File: src/rtl/regfile_ctrl.sv
// Command sequencer for a four-entry register file: LOAD, MOV and READ with a valid/ready result channel.
// Optional REGCTRL_OP_COUNT_EN adds an 8-bit completed-command counter output op_count.
module regfile_ctrl #(
    parameter int NUM_REGS = 4,
    parameter int DATA_W   = 2
) (
    input  logic                       clk,
    input  logic                       reset,
    input  logic                       cmd_valid,
    output logic                       cmd_ready,
    input  logic [1:0]                 cmd_op,
    input  logic [1:0]                 cmd_dst,
    input  logic [1:0]                 cmd_src,
    input  logic [DATA_W-1:0]          cmd_imm,
    output logic [NUM_REGS-1:0]        write_enable,
    output logic [NUM_REGS-1:0]        read_enable,
    output logic [DATA_W-1:0]          data_in,
    input  logic [NUM_REGS*DATA_W-1:0] rd_data,
    output logic                       result_valid,
    input  logic                       result_ready,
    output logic [DATA_W-1:0]          result_data,
    output logic                       busy
`ifdef REGCTRL_OP_COUNT_EN
    ,
    output logic [7:0]                 op_count
`endif
);

    localparam logic [1:0] OP_NOP  = 2'b00;
    localparam logic [1:0] OP_LOAD = 2'b01;
    localparam logic [1:0] OP_MOV  = 2'b10;
    localparam logic [1:0] OP_READ = 2'b11;

    typedef enum logic [1:0] {S_IDLE, S_RD, S_WR, S_RESP} state_t;

    state_t                r_state;
    state_t                w_next_state;
    logic [1:0]            r_op;
    logic [1:0]            r_dst;
    logic [1:0]            r_src;
    logic                  w_accept;
    logic [DATA_W-1:0]     w_rd_slice;
    logic [NUM_REGS-1:0]   r_we;
    logic [NUM_REGS-1:0]   r_re;
    logic [DATA_W-1:0]     r_data_in;
    logic                  r_result_valid;
    logic [DATA_W-1:0]     r_result_data;
    logic                  r_cmd_ready;
    logic                  r_busy;
    logic [NUM_REGS-1:0]   w_we_nxt;
    logic [NUM_REGS-1:0]   w_re_nxt;
    logic [DATA_W-1:0]     w_din_nxt;
    logic [DATA_W-1:0]     w_rdat_nxt;

    function automatic logic [NUM_REGS-1:0] onehot(input logic [1:0] idx);
        onehot      = '0;
        onehot[idx] = 1'b1;
    endfunction

    assign w_accept   = cmd_valid & r_cmd_ready;
    assign w_rd_slice = rd_data[r_src*DATA_W +: DATA_W];

    always_ff @(posedge clk or posedge reset) begin
        if (reset) begin
            r_state <= S_IDLE;
            r_op    <= OP_NOP;
            r_dst   <= '0;
            r_src   <= '0;
        end else begin
            r_state <= w_next_state;
            if (w_accept) begin
                r_op  <= cmd_op;
                r_dst <= cmd_dst;
                r_src <= cmd_src;
            end
        end
    end

    always_comb begin
        w_next_state = r_state;
        case (r_state)
            S_IDLE: begin
                if (w_accept) begin
                    case (cmd_op)
                        OP_LOAD:         w_next_state = S_WR;
                        OP_MOV, OP_READ: w_next_state = S_RD;
                        default:         w_next_state = S_IDLE;
                    endcase
                end
            end
            S_RD:    w_next_state = (r_op == OP_MOV) ? S_WR : S_RESP;
            S_WR:    w_next_state = S_IDLE;
            S_RESP:  w_next_state = result_ready ? S_IDLE : S_RESP;
            default: w_next_state = S_IDLE;
        endcase
    end

    // Next-cycle output values; the read slice is sampled while read_enable is live.
    always_comb begin
        w_we_nxt   = '0;
        w_re_nxt   = '0;
        w_din_nxt  = r_data_in;
        w_rdat_nxt = r_result_data;
        case (r_state)
            S_IDLE: begin
                if (w_accept) begin
                    if (cmd_op == OP_LOAD) begin
                        w_we_nxt  = onehot(cmd_dst);
                        w_din_nxt = cmd_imm;
                    end else if (cmd_op == OP_MOV || cmd_op == OP_READ) begin
                        w_re_nxt = onehot(cmd_src);
                    end
                end
            end
            S_RD: begin
                if (r_op == OP_MOV) begin
                    w_we_nxt  = onehot(r_dst);
                    w_din_nxt = w_rd_slice;
                end else begin
                    w_rdat_nxt = w_rd_slice;
                end
            end
            default: ;
        endcase
    end

    always_ff @(posedge clk or posedge reset) begin
        if (reset) begin
            r_we           <= '0;
            r_re           <= '0;
            r_data_in      <= '0;
            r_result_valid <= 1'b0;
            r_result_data  <= '0;
            r_cmd_ready    <= 1'b1;
            r_busy         <= 1'b0;
        end else begin
            r_we           <= w_we_nxt;
            r_re           <= w_re_nxt;
            r_data_in      <= w_din_nxt;
            r_result_valid <= (w_next_state == S_RESP);
            r_result_data  <= w_rdat_nxt;
            r_cmd_ready    <= (w_next_state == S_IDLE);
            r_busy         <= (w_next_state != S_IDLE);
        end
    end

    assign write_enable = r_we;
    assign read_enable  = r_re;
    assign data_in      = r_data_in;
    assign result_valid = r_result_valid;
    assign result_data  = r_result_data;
    assign cmd_ready    = r_cmd_ready;
    assign busy         = r_busy;

`ifdef REGCTRL_OP_COUNT_EN
    logic       w_done;
    logic [7:0] r_op_count;

    // Completion: NOP at acceptance, LOAD/MOV leaving WR, READ on result handshake.
    assign w_done = (r_state == S_IDLE && w_accept && cmd_op == OP_NOP) ||
                    (r_state == S_WR) ||
                    (r_state == S_RESP && result_ready);

    always_ff @(posedge clk or posedge reset) begin
        if (reset) begin
            r_op_count <= '0;
        end else if (w_done) begin
            r_op_count <= r_op_count + 8'd1;
        end
    end

    assign op_count = r_op_count;
`endif

endmodule

File: config.mk
export PLATFORM = sky130hd
export DESIGN_NAME = regfile_ctrl
export DESIGN_NICKNAME = d
export VERILOG_FILES = /design/src/rtl/regfile_ctrl.sv
export SDC_FILE = /design/constraint.sdc
export NUM_CORES = 1
export LEC_CHECK = 0
export CAP_MARGIN = 15
export CORE_MARGIN = 10
export CORE_UTILIZATION = 43
export DETAILED_ROUTE_END_ITERATION = 10
export MAX_ROUTING_LAYER = met4
export PLACE_DENSITY = 0.85
export SLEW_MARGIN = 10
export SYNTH_ARGS = -nofsm -noshare
export SYNTH_HDL_FRONTEND = slang
export SYNTH_SLANG_ARGS = --single-unit
export TNS_END_PERCENT = 30
File: constraint.sdc
create_clock -name clk -period 2.2 [get_ports clk]
set_clock_uncertainty 0.2 [all_clocks]
set_input_delay 0.44 -clock clk [delete_from_list [all_inputs] [get_ports clk]]
set_output_delay 0.44 -clock clk [all_outputs]
set_load 0.01 [all_outputs]
; ---- Word level (Yosys, flattened, before mapping)
; Cells that the tools add are included.
[totals]
reg_bits = 23
latchBits = 0
mem_bits_rw = 0
mem_bits_ro = 0
input_bits = 20
output_inout_bits = 15
wordCells = 65
mem_count = 0
[classes]
n_addsub = 0
mul = 0
div = 0
n_lt_le_gt_ge = 6
eq_ne = 11
shift = 1
n_mux = 23
bitwise_logic = 2
n_reduce_logical = 11
[op_table]
columns = operator, n
row1 = $mux 4, 7
row2 = $eq 2x2->1 const B, 6
row3 = $mux 2, 5
row4 = $lt 2x3->1 const B, 3
row5 = $pmux 2 s2, 2
row6 = $pmux 2 s4, 1
row7 = $pmux 4 s2, 1
row8 = $shiftx 8x4->2, 1
row9 = $demux 1 s2, 3
row10 = $ge 2x1->1 const B, 3
row11 = $ne 2x2->1 const B, 3
row12 = $eq 2x1->1 const B, 2
row13 = $logic_not 2->1, 2
row14 = $mux 1, 4
row15 = $reduce_and 4->1, 1
row16 = $reduce_bool 2->1, 2
row17 = $logic_and 1x1->1, 3
row18 = $reduce_and 2->1, 1
row19 = $reduce_or 2->1, 1
row20 = $and 1x1->1, 1
row21 = $logic_or 1x1->1, 1
row22 = $not 1->1, 1

; ---- Longest topological paths before layout
[depth]
ltp_word = 8
mapped_depth = 4
mapped_depth_nobuf = 3

; ---- Least setup slack after synthesis
; OpenSTA, ideal clock, no wires.
[synth_timing]
path_type = input -> register
startpoint = in cmd_op[1]
endpoint = reg r_data_in[0] (netlist: data_in[0])
setup_time_ns = 0.125
t_arrival_ns = 1.463
t_required_ns = 1.875
setup_slack_ns = 0.412
cell_stages = 3
path_buffers = 0
path_cell_list = or4b_4 -> o21ai_2 -> mux2_4
[synth_between]
elab_chain_len = 3
[synth_rtl]
columns = element, line_no
row1 = from (decl), 11  ; input logic [1:0] cmd_op,
row2 = $eq 2x1->1, 107  ; if (cmd_op == OP_LOAD) begin
row3 = $ne 2x2->1 (no line), -
row4 = $reduce_and 4->1 (no line), -
row5 = to (signal assigned), 139  ; r_data_in <= w_din_nxt;
row6 = to (decl), 45  ; logic [DATA_W-1:0] r_data_in;
; No other way between the ends.
; A chain may end at the register's enable or synchronous reset.

; ---- Worst setup path after layout
[layout_timing]
startpoint = reg r_cmd_ready (netlist: cmd_ready)
endpoint = out cmd_ready
[layout_lines]
columns = element, line_no
row1 = from (decl), 48  ; logic r_cmd_ready;
row2 = from (signal assigned), 142  ; r_cmd_ready <= (w_next_state == S_IDLE);
row3 = to (decl), 10  ; output logic cmd_ready,
; No word-level cell between the ends.

==> flow_metrics.tcl <==
set metrics [dict create \
    status "finished, final reports clean" \
    die_x_microns 68.0 \
    synth_area_leaders "dfrtp_1 56%, mux2_2 9.1%, mux4_2 4.6%, mux2_4 3.0%, dfstp_2 2.7%" \
    layout.cells.most_common "clkdlybuf4s50_1" \
    drcViolationCount 0 \
    path_clk_slew_ns 0.12 \
    ys_ff_latch 23 \
    cts_htree_levels 1 \
    antenna_left 0 \
    cp.arrival_ns 1.39 \
    path_delay_family "flip-flops" \
    clockRootBuffer "clkbuf_4" \
    synth-edff-count 0 \
    crit_buf_inv 1 \
    crit_chain "clkdlybuf4s50_1" \
    numCtsBuffers 3 \
    place_congestion 0.773 \
    hpwl_microns 1750 \
    min_period_ns 2.03 \
    end_kind "output pin" \
    cp.required_ns 1.56 \
    synth_cell_types 30 \
    hold_viol 0 \
    initial_core_util 0.447 \
    rsz0062_at_grt "no" \
    cts_buffer_depth 2 \
    vias_per_cell 5.19 \
    die_area_sq_um 4620 \
    slowest_stage "dfstp_2" \
    synth_area_sq_um 990 \
    wl_per_cell_microns 15.4 \
    avgSynthCellArea_sq_um 13.7 \
    fmax_ghz 0.493 \
    max_cap_violations 0 \
    grt_first_pass_wirelength_microns 3510 \
    io_buffers 34 \
    drt_iter0_drc 16 \
    worst_pin_slew_ns 0.565 \
    wl_microns 2150 \
    insertion_delay_ns 0.31 \
    yosysTopAreaCell "dfrtp_1" \
    finalCritPeriodShare 0.922 \
    synth_cells 72 \
    p_leak_nw 0.607 \
    post-route-util 0.637 \
    synth_top_area_share 0.556 \
    gr-total-overflow 0 \
    powerDensity_nw_per_um2 1010 \
    dr.pass1.iters 3 \
    via_count 727 \
    track_usage 0.103 \
    synthToLayoutAreaGrowth_pct 42.5 \
    cp_slowest_stage_delay_ns 0.55 \
    worst_slack_ns 0.173 \
    syn_nets 92 \
    grt_pass1_vias 765 \
    finish.instance_area_sq_um 1410 \
    startpoint_type "register" \
    placed_area_sq_um 1380 \
    cts_setup_buffers 0 \
    drive_above_1_share 0.241 \
    cts_tree "built" \
    nets 133 \
    synth-async-reset-ratio 1.00 \
    dp_slack_ns -0.0815 \
    diodes 0 \
    io_pins 35 \
    clkSinkCount 23 \
    layout_common_cells "34 x clkdlybuf4s50_1, 22 x dfrtp_1, 8 x mux2_2" \
    coreArea_sq_um 2210 \
    grt_max_degree 24 \
    die_h_microns 68.0 \
    worstSetupPathType "reg2out" \
    hold_class "in2async" \
    setup_viol 0 \
    synth-seq-area-share 0.583 \
    ys.warnings.count 0 \
    postCtsHoldBufs 0 \
    antenna_found_initial 0 \
    crit_path_max_fanout 2 \
    slew_violations 0 \
    ys.flop_type "dfrtp_1" \
    row_count 17 \
    cts_resized 0 \
    ir_drop_mv 0.637 \
    maxSlewHeadroom 0.618 \
]
## cell type report
class	count	area [sq um]
clock buffers	3	22.5
clock inverters	1	5.00
fillers	182	802
inverters	3	11.3
multi-input cells	45	397
flip-flops and latches	23	577
well taps	28	35.0
repair buffers	37	363
## cells in the mapped netlist (2+ instances only)
cell type / instances
a32o_1: 2
dfrtp_1: 22
inv_1: 3
mux2_2: 8
mux2_4: 2
mux4_2: 2
nand2_1: 4
nor3_1: 4
nor3b_1: 2
o21ai_0: 2
or2_2: 2
## per-stage QoR
| stage | setup TNS (ns) | hold slack, ns | instances | power, mW |
|---|---|---|---|---|
| finish | 0 | 0.252 | 140 | 1.43 |
| global route | 0 | 0.255 | 140 | 1.53 |
| CTS | 0 | 0.261 | 140 | 1.45 |
| detailed placement | -0.308 | 0.299 | 136 | 1.25 |
| global placement | -0.163 | 0.296 | 136 | 1.24 |
| floorplan | 0 | 0.241 | 72 | 0.992 |
## flip-flops by register name (all words and copies together), names as in the netlist
register,flops
r_state,2
result_valid,1
write_enable,4
r_src,2
cmd_ready,1
r_op,2
r_dst,2
busy,1
result_data,2
read_enable,4
data_in,2
## where the power goes
part | switching [mW] | internal, mW
Combinational | 0.204 | 0.362
Clock | 0.121 | 0.0679
Sequential | 0.108 | 0.564
Total | 0.433 | 0.994
## per-layer routing
layer  share of wire  global-route usage  vias up
li1                -                   -      341
met1            0.41               0.117      358
met2            0.49               0.162       24
met3           0.079              0.0408        4
met4           0.013              0.0377        0
met5               0                   -        -
## path summary, 6_finish.rpt
path                           startpoint              to  slack, ns  cells after the start
max in group asynchronous           reset       cmd_ready       1.27                      3
min                                 reset  result_data[1]       0.25                      3
min in group clk           result_data[0]  result_data[0]       0.32                      1
min reg2reg                result_data[0]  result_data[0]       0.32                      1
max                             cmd_ready       cmd_ready       0.17                      1
max reg2reg                    r_state[0]      data_in[1]       0.39                      3
## logic make-up after synthesis
kind of cell           share of synthesized area
AO/OA/AOI/OAI                             0.0721
buffers and inverters                     0.0164
flip-flops                                 0.583
multiplexers                               0.167
AND/OR/NAND/NOR                            0.162
## tightest hold or removal path: stages
cell             delay [ns]
clkdlybuf4s50_1        0.39
inv_1                  0.05
buf_4                  0.28
Note: power is estimated with default switching activity, not from simulation.
